$ cat config.mk
export PLATFORM = sky130hd
export DESIGN_NAME = rf_writeback_arbiter_flat
export DESIGN_NICKNAME = d
export VERILOG_FILES = /design/src/rtl/rf_writeback_arbiter_if.sv /design/src/rtl/rf_writeback_arbiter.sv /design/src/flat_wrapper.sv
export SDC_FILE = /design/constraint.sdc
export NUM_CORES = 1
export LEC_CHECK = 0
export CORE_AREA = 2 2 187 97
export CTS_CLUSTER_DIAMETER = 200
export DETAILED_ROUTE_END_ITERATION = 10
export DIE_AREA = 0 0 189 99
export PLACE_DENSITY = 0.77
export SLEW_MARGIN = 20
export SYNTH_ARGS = -nofsm -noshare
export SYNTH_HDL_FRONTEND = slang
export SYNTH_SLANG_ARGS = --single-unit
$ cat constraint.sdc
create_clock -name clk -period 2.7 [get_ports clk]
set_input_delay 0.405 -clock clk [delete_from_list [all_inputs] [get_ports clk]]
set_output_delay 0.405 -clock clk [all_outputs]
set_load 0.03 [all_outputs]
$ cat src/rtl/rf_writeback_arbiter_if.sv
// Producer-side handshakes (ALU, crypto unit) and register-file write port
// bundled for rf_writeback_arbiter; slave = arbiter side, master = producers/RF.
interface rf_writeback_arbiter_if #(
  parameter int DATA_W = 32,
  parameter int ADDR_W = 5
);
  logic              alu_valid;
  logic              alu_ready;
  logic [ADDR_W-1:0] alu_reg;
  logic [DATA_W-1:0] alu_data;
  logic              cu_valid;
  logic              cu_ready;
  logic [ADDR_W-1:0] cu_reg;
  logic [DATA_W-1:0] cu_data;
  logic              write_enable;
  logic [ADDR_W-1:0] write_reg;
  logic [DATA_W-1:0] write_data;

  modport slave (
    input  alu_valid, alu_reg, alu_data, cu_valid, cu_reg, cu_data,
    output alu_ready, cu_ready, write_enable, write_reg, write_data
  );

  modport master (
    output alu_valid, alu_reg, alu_data, cu_valid, cu_reg, cu_data,
    input  alu_ready, cu_ready, write_enable, write_reg, write_data
  );
endinterface

$ cat src/rtl/rf_writeback_arbiter.sv
// Register-file writeback arbiter: ALU has priority, crypto-unit results queue in a FIFO
// with a starvation override. Optional pending-write bitmap via RF_WB_PEND_MASK_EN.
module rf_writeback_arbiter #(
  parameter int DATA_W       = 32,
  parameter int ADDR_W       = 5,
  parameter int FIFO_DEPTH   = 4,
  parameter int STARVE_LIMIT = 8
) (
  input  logic                  clk,
  input  logic                  rst,
  rf_writeback_arbiter_if.slave bus
`ifdef RF_WB_PEND_MASK_EN
  ,
  output logic [31:0]           pend_mask
`endif
);
  localparam int PTR_W = (FIFO_DEPTH > 1) ? $clog2(FIFO_DEPTH) : 1;
  localparam int CNT_W = $clog2(FIFO_DEPTH + 1);
  localparam int STV_W = $clog2(STARVE_LIMIT + 1);

  typedef struct packed {
    logic [ADDR_W-1:0] rd;
    logic [DATA_W-1:0] data;
  } entry_t;

  typedef enum logic [1:0] {SEL_IDLE, SEL_ALU, SEL_FIFO} sel_e;

  entry_t            mem_q [FIFO_DEPTH];
  logic [PTR_W-1:0]  wr_ptr_q, wr_ptr_d, rd_ptr_q, rd_ptr_d;
  logic [CNT_W-1:0]  count_q, count_d;
  logic [STV_W-1:0]  starve_q, starve_d;
  logic              we_q, we_d;
  logic [ADDR_W-1:0] wreg_q, wreg_d;
  logic [DATA_W-1:0] wdata_q, wdata_d;

  logic   fifo_full, fifo_nonempty, force_head, push, pop;
  sel_e   sel;
  entry_t winner;

  assign fifo_full     = (count_q == CNT_W'(FIFO_DEPTH));
  assign fifo_nonempty = (count_q != '0);
  assign force_head    = fifo_nonempty && (starve_q == STV_W'(STARVE_LIMIT));

  // Readiness depends on registered state only, so a pop never frees a slot the same cycle.
  assign bus.cu_ready  = !fifo_full;
  assign bus.alu_ready = !force_head;
  assign push          = bus.cu_valid && !fifo_full;
  assign pop           = (sel == SEL_FIFO);

  // NOTE: every always_comb output gets a default first so no path can infer a latch.
  always_comb begin
    sel = SEL_IDLE;
    if (force_head)         sel = SEL_FIFO;
    else if (bus.alu_valid) sel = SEL_ALU;
    else if (fifo_nonempty) sel = SEL_FIFO;
  end

  always_comb begin
    winner = mem_q[rd_ptr_q];
    if (sel == SEL_ALU) winner = '{rd: bus.alu_reg, data: bus.alu_data};
  end

  always_comb begin
    wr_ptr_d = push ? wr_ptr_q + PTR_W'(1) : wr_ptr_q;
    rd_ptr_d = pop  ? rd_ptr_q + PTR_W'(1) : rd_ptr_q;
    count_d  = count_q;
    if (push && !pop)      count_d = count_q + CNT_W'(1);
    else if (pop && !push) count_d = count_q - CNT_W'(1);

    starve_d = starve_q;
    if (!fifo_nonempty || pop)                   starve_d = '0;
    else if (starve_q != STV_W'(STARVE_LIMIT))   starve_d = starve_q + STV_W'(1);

    // Idle cycles drop the strobe but keep the last index/data on the port.
    we_d    = 1'b0;
    wreg_d  = wreg_q;
    wdata_d = wdata_q;
    if (sel != SEL_IDLE) begin
      we_d    = (winner.rd != '0);
      wreg_d  = winner.rd;
      wdata_d = winner.data;
    end
  end

  always_ff @(posedge clk) begin
    if (rst) begin
      wr_ptr_q <= '0;
      rd_ptr_q <= '0;
      count_q  <= '0;
      starve_q <= '0;
      we_q     <= 1'b0;
      wreg_q   <= '0;
      wdata_q  <= '0;
    end else begin
      wr_ptr_q <= wr_ptr_d;
      rd_ptr_q <= rd_ptr_d;
      count_q  <= count_d;
      starve_q <= starve_d;
      we_q     <= we_d;
      wreg_q   <= wreg_d;
      wdata_q  <= wdata_d;
    end
  end

  // NOTE: FIFO storage is deliberately not reset; only slots inside the occupancy window are read.
  always_ff @(posedge clk) begin
    if (push) mem_q[wr_ptr_q] <= '{rd: bus.cu_reg, data: bus.cu_data};
  end

  assign bus.write_enable = we_q;
  assign bus.write_reg    = wreg_q;
  assign bus.write_data   = wdata_q;

`ifdef RF_WB_PEND_MASK_EN
  always_comb begin
    pend_mask = '0;
    for (int i = 0; i < FIFO_DEPTH; i++) begin
      if (CNT_W'(i) < count_q) pend_mask[mem_q[rd_ptr_q + PTR_W'(i)].rd] = 1'b1;
    end
    if (we_q) pend_mask[wreg_q] = 1'b1;
    pend_mask[0] = 1'b0;
  end
`endif
endmodule

$ cat src/flat_wrapper.sv
// flat-port wrapper written by rule: the top's interface ports become plain ports
module rf_writeback_arbiter_flat 
#(
  parameter int DATA_W       = 32,
  parameter int ADDR_W       = 5,
  parameter int FIFO_DEPTH   = 4,
  parameter int STARVE_LIMIT = 8
)
  (clk, rst, bus_alu_valid, bus_alu_reg, bus_alu_data, bus_cu_valid, bus_cu_reg, bus_cu_data, bus_alu_ready, bus_cu_ready, bus_write_enable, bus_write_reg, bus_write_data);
  rf_writeback_arbiter_if #(.DATA_W(DATA_W), .ADDR_W(ADDR_W)) bus_i ();
  input  logic clk;
  input  logic rst;
  input wire logic [$bits(bus_i.alu_valid)-1:0] bus_alu_valid;
  input wire logic [$bits(bus_i.alu_reg)-1:0] bus_alu_reg;
  input wire logic [$bits(bus_i.alu_data)-1:0] bus_alu_data;
  input wire logic [$bits(bus_i.cu_valid)-1:0] bus_cu_valid;
  input wire logic [$bits(bus_i.cu_reg)-1:0] bus_cu_reg;
  input wire logic [$bits(bus_i.cu_data)-1:0] bus_cu_data;
  output wire logic [$bits(bus_i.alu_ready)-1:0] bus_alu_ready;
  output wire logic [$bits(bus_i.cu_ready)-1:0] bus_cu_ready;
  output wire logic [$bits(bus_i.write_enable)-1:0] bus_write_enable;
  output wire logic [$bits(bus_i.write_reg)-1:0] bus_write_reg;
  output wire logic [$bits(bus_i.write_data)-1:0] bus_write_data;
  assign bus_i.alu_valid = bus_alu_valid;
  assign bus_i.alu_reg = bus_alu_reg;
  assign bus_i.alu_data = bus_alu_data;
  assign bus_i.cu_valid = bus_cu_valid;
  assign bus_i.cu_reg = bus_cu_reg;
  assign bus_i.cu_data = bus_cu_data;
  assign bus_alu_ready = bus_i.alu_ready;
  assign bus_cu_ready = bus_i.cu_ready;
  assign bus_write_enable = bus_i.write_enable;
  assign bus_write_reg = bus_i.write_reg;
  assign bus_write_data = bus_i.write_data;
  rf_writeback_arbiter #(.DATA_W(DATA_W), .ADDR_W(ADDR_W), .FIFO_DEPTH(FIFO_DEPTH), .STARVE_LIMIT(STARVE_LIMIT)) u_core (.clk(clk), .rst(rst), .bus(bus_i));
endmodule
==> flow_metrics.env <==
export IMPL_final_hold_violation_count=0
export IMPL_h_tree_depth=4
export IMPL_die_y_um=99
export IMPL_regToRegEndpoint="u_core.count_q[2]"
export IMPL_yosys_warnings=0
export IMPL_min_period_ps=2482
export IMPL_hold_buffers=0
export IMPL_drv_cap=0
export IMPL_layout_drive_gt1_share_pct=16.23
export IMPL_grt_pass1_vias=4270
export IMPL_drt_iter0_markers=293
export IMPL_place_hpwl_um=10480
export IMPL_end_kind="output port"
export IMPL_final_antenna_net_count=0
export IMPL_synth_edff_count=148
export IMPL_initial_core_util_pct=44.35
export IMPL_netlist_instances=426
export IMPL_rows=34
export IMPL_port_buffers=117
export IMPL_vdd_ir_drop_max_mv=0.4880
export IMPL_grt_use_total_pct=17.54
export IMPL_antenna_found_initial=2
export IMPL_ys_top_cells_by_area="edfxtp_1 59%, dfxtp_1 13%, mux4_2 11%"
export IMPL_fmax_ghz=0.4028
export IMPL_power_leakage_nw=3.269
export IMPL_finalCritPeriodShare_pct=91.94
export IMPL_gp_congestion=0.7427
export IMPL_ys_types=31
export IMPL_core_area_sq_mm=0.01706
export IMPL_status="finished, final reports clean"
export IMPL_fin_hold_ws_ps=449.4
export IMPL_synthTopCellsByCount="148 x edfxtp_1, 51 x dfxtp_1, 39 x mux2i_1, 39 x nand2_1, 37 x mux4_2"
export IMPL_async_flop_share_pct=0
export IMPL_die_area_sq_mm=0.01871
export IMPL_relSlewSlack_pct=38.77
export IMPL_hold_path_class="reg2reg"
export IMPL_cp_arrival_ps=2080
export IMPL_synth_avg_cell_area_sq_um=17.76
export IMPL_crit_path_max_incr_delay_ps=670
export IMPL_nets=640
export IMPL_crit_family="buffers and inverters"
export IMPL_via_per_inst=5.112
export IMPL_met3_usage_pct=5.627
export IMPL_finalClockSkew_ps=8.793
export IMPL_synth_top_area_share_pct=58.75
export IMPL_drt_total_wl_um=15400
export IMPL_critPathBufInv=2
export IMPL_post_drt_wl_per_cell_um=19.18
export IMPL_slowest_stage="clkdlybuf4s50_1"
export IMPL_grt_max_degree=39
export IMPL_yosysMostFrequentCell="edfxtp_1"
export IMPL_root_buffer="clkbuf_16"
export IMPL_clock_sinks=199
export IMPL_place_area_sq_mm=0.009046
export IMPL_synth_area_sq_mm=0.007565
export IMPL_yosys_register_bits=199
export IMPL_die_w_um=189
export IMPL_synth_top_flop_cell="edfxtp_1"
export IMPL_numCtsBuffers=17
export IMPL_cp_required_ps=2300
export IMPL_power_mw=8.667
export IMPL_cp_max_fo=5
export IMPL_worstMarginPinSlew_ps=916.1
export IMPL_cts_tree="done"
export IMPL_r2r_cells=11
export IMPL_cts_buffer_depth=2
export IMPL_crit_chain="inv_1 > ha_1 > nand3b_1 > nand2b_1 > clkdlybuf4s50_1"
export IMPL_post_cts_setup_buffers=0
export IMPL_synth_seq_area_share_pct=72.25
export IMPL_endpoint="bus_alu_ready"
export IMPL_yosysTopAreaCell="edfxtp_1"
export IMPL_cts_resized=0
export IMPL_setup_violations=0
export IMPL_insertion_delay_ps=430
export IMPL_rrSetupSlack_ps=290
export IMPL_fin_tns_setup_ps=0
export IMPL_rsz0062_at_grt="false"
export IMPL_worst_setup_path_start_kind="flop"
export IMPL_syn_to_final_growth_pct=27.06
export IMPL_vias=4105
export IMPL_path_class="reg2out"
export IMPL_overflow=0
export IMPL_largest_register_ffs=148
export IMPL_finalMaxSlewViolations=0
export IMPL_grt_busiest_layer="met2"
export IMPL_grt_pass1_wl_um=24050
export IMPL_syn_nets=512
export IMPL_clkTransAtPathRegs_ps=70
export IMPL_grtUsageMet2_pct=26.43
export IMPL_r2r_start="u_core.starve_q[0]"
export IMPL_ios=118
export IMPL_firstDrtPassIters=4
export IMPL_cp_depth=5
export IMPL_grt_util_met1_pct=24.32
export IMPL_postLayoutCellArea_sq_mm=0.009612
export IMPL_power_density_mw_per_mm2=901.7
export IMPL_crit_start="u_core.starve_q[0]"
export IMPL_drcViolationCount=0
report_power, final:
part           internal, mW  switching [mW]  total [mW]
registers              3.76           0.243        4.01
clock network          1.22            1.17        2.39
logic                  1.07            1.20        2.27
total                  6.05            2.62        8.67
metal layers:
| layer | vias to the layer above | part of all wire, % |
|---|---|---|
| li1 | 1900 | - |
| met1 | 2068 | 47 |
| met2 | 120 | 45 |
| met3 | 17 | 6.9 |
| met4 | 0 | 1.1 |
| met5 | - | 0 |
worst min-delay path: stages (launching register included):
cell and delay, ps:
dfxtp_1 310, nand2_1 50, o21ai_1 50
per-stage QoR:
stage          worst slack, ps  util [%]  std cells
2_1_floorplan            344.0         -        426
3_3_place_gp             259.5     53.03        769
3_5_place_dp             158.6     53.03        769
4_1_cts                  199.5     56.32        801
5_1_grt                  109.7     56.32        801
6_report                 217.6     56.34        803
placed cells by master, fill, tap and decap left out, types with 2 or more instances in the layout:
cell / count
nand2_1: 39
inv_8: 4
a21oi_1: 2
and3_2: 4
edfxtp_1: 148
nand3_1: 2
dfxtp_2: 2
nor2_1: 12
clkinv_2: 2
o21ai_1: 7
buf_12: 4
o21ai_0: 31
xor2_1: 4
diode_2: 2
xnor2_1: 3
dfxtp_1: 49
clkbuf_16: 17
inv_6: 5
ha_1: 7
mux2i_1: 39
inv_1: 6
clkdlybuf4s50_1: 117
mux4_2: 37
buf_4: 9
worst min-delay path by stage:
stage / slack, ps / endpoint / from / cells after the start
finish: 450 / u_core.bus.write_data[30] / u_core.bus.write_data[30] / 2
detailed placement: 440 / u_core.bus.write_data[30] / u_core.bus.write_data[30] / 2
floorplan: 430 / u_core.starve_q[0] / u_core.starve_q[0] / 1
global placement: 430 / u_core.bus.write_data[20] / u_core.bus.write_data[20] / 2
global route: 480 / u_core.bus.write_data[26] / u_core.bus.write_data[26] / 2
CTS: 450 / u_core.bus.write_data[30] / u_core.bus.write_data[30] / 2
area by class of cell:
cell class                 count  area [sq um]
fill                        1297          7447
multi-input combinational    200          1944
clock buffer                  17         425.4
inverter                       6         22.52
tap                          234         292.8
timing repair buffer         130          1319
sequential                   199          5468
clock inverter                15         135.1
antenna                        2         5.005
cells by family (layout without fill, tap and decap cells):
family / after synthesis / count (layout) / synth area share (%)
AOI/OAI and AO/OA: 43 / 43 / 2.895
xor gates and xnor gates: 7 / 7 / 0.8105
adders and majority gates: 8 / 8 / 1.422
buffers and inverters: 27 / 168 / 2.415
DFF: 199 / 199 / 72.25
muxes: 76 / 76 / 16.18
other: 0 / 2 / 0
and+or+nand+nor: 66 / 66 / 4.036
Note: power is estimated with default switching activity, not from simulation.
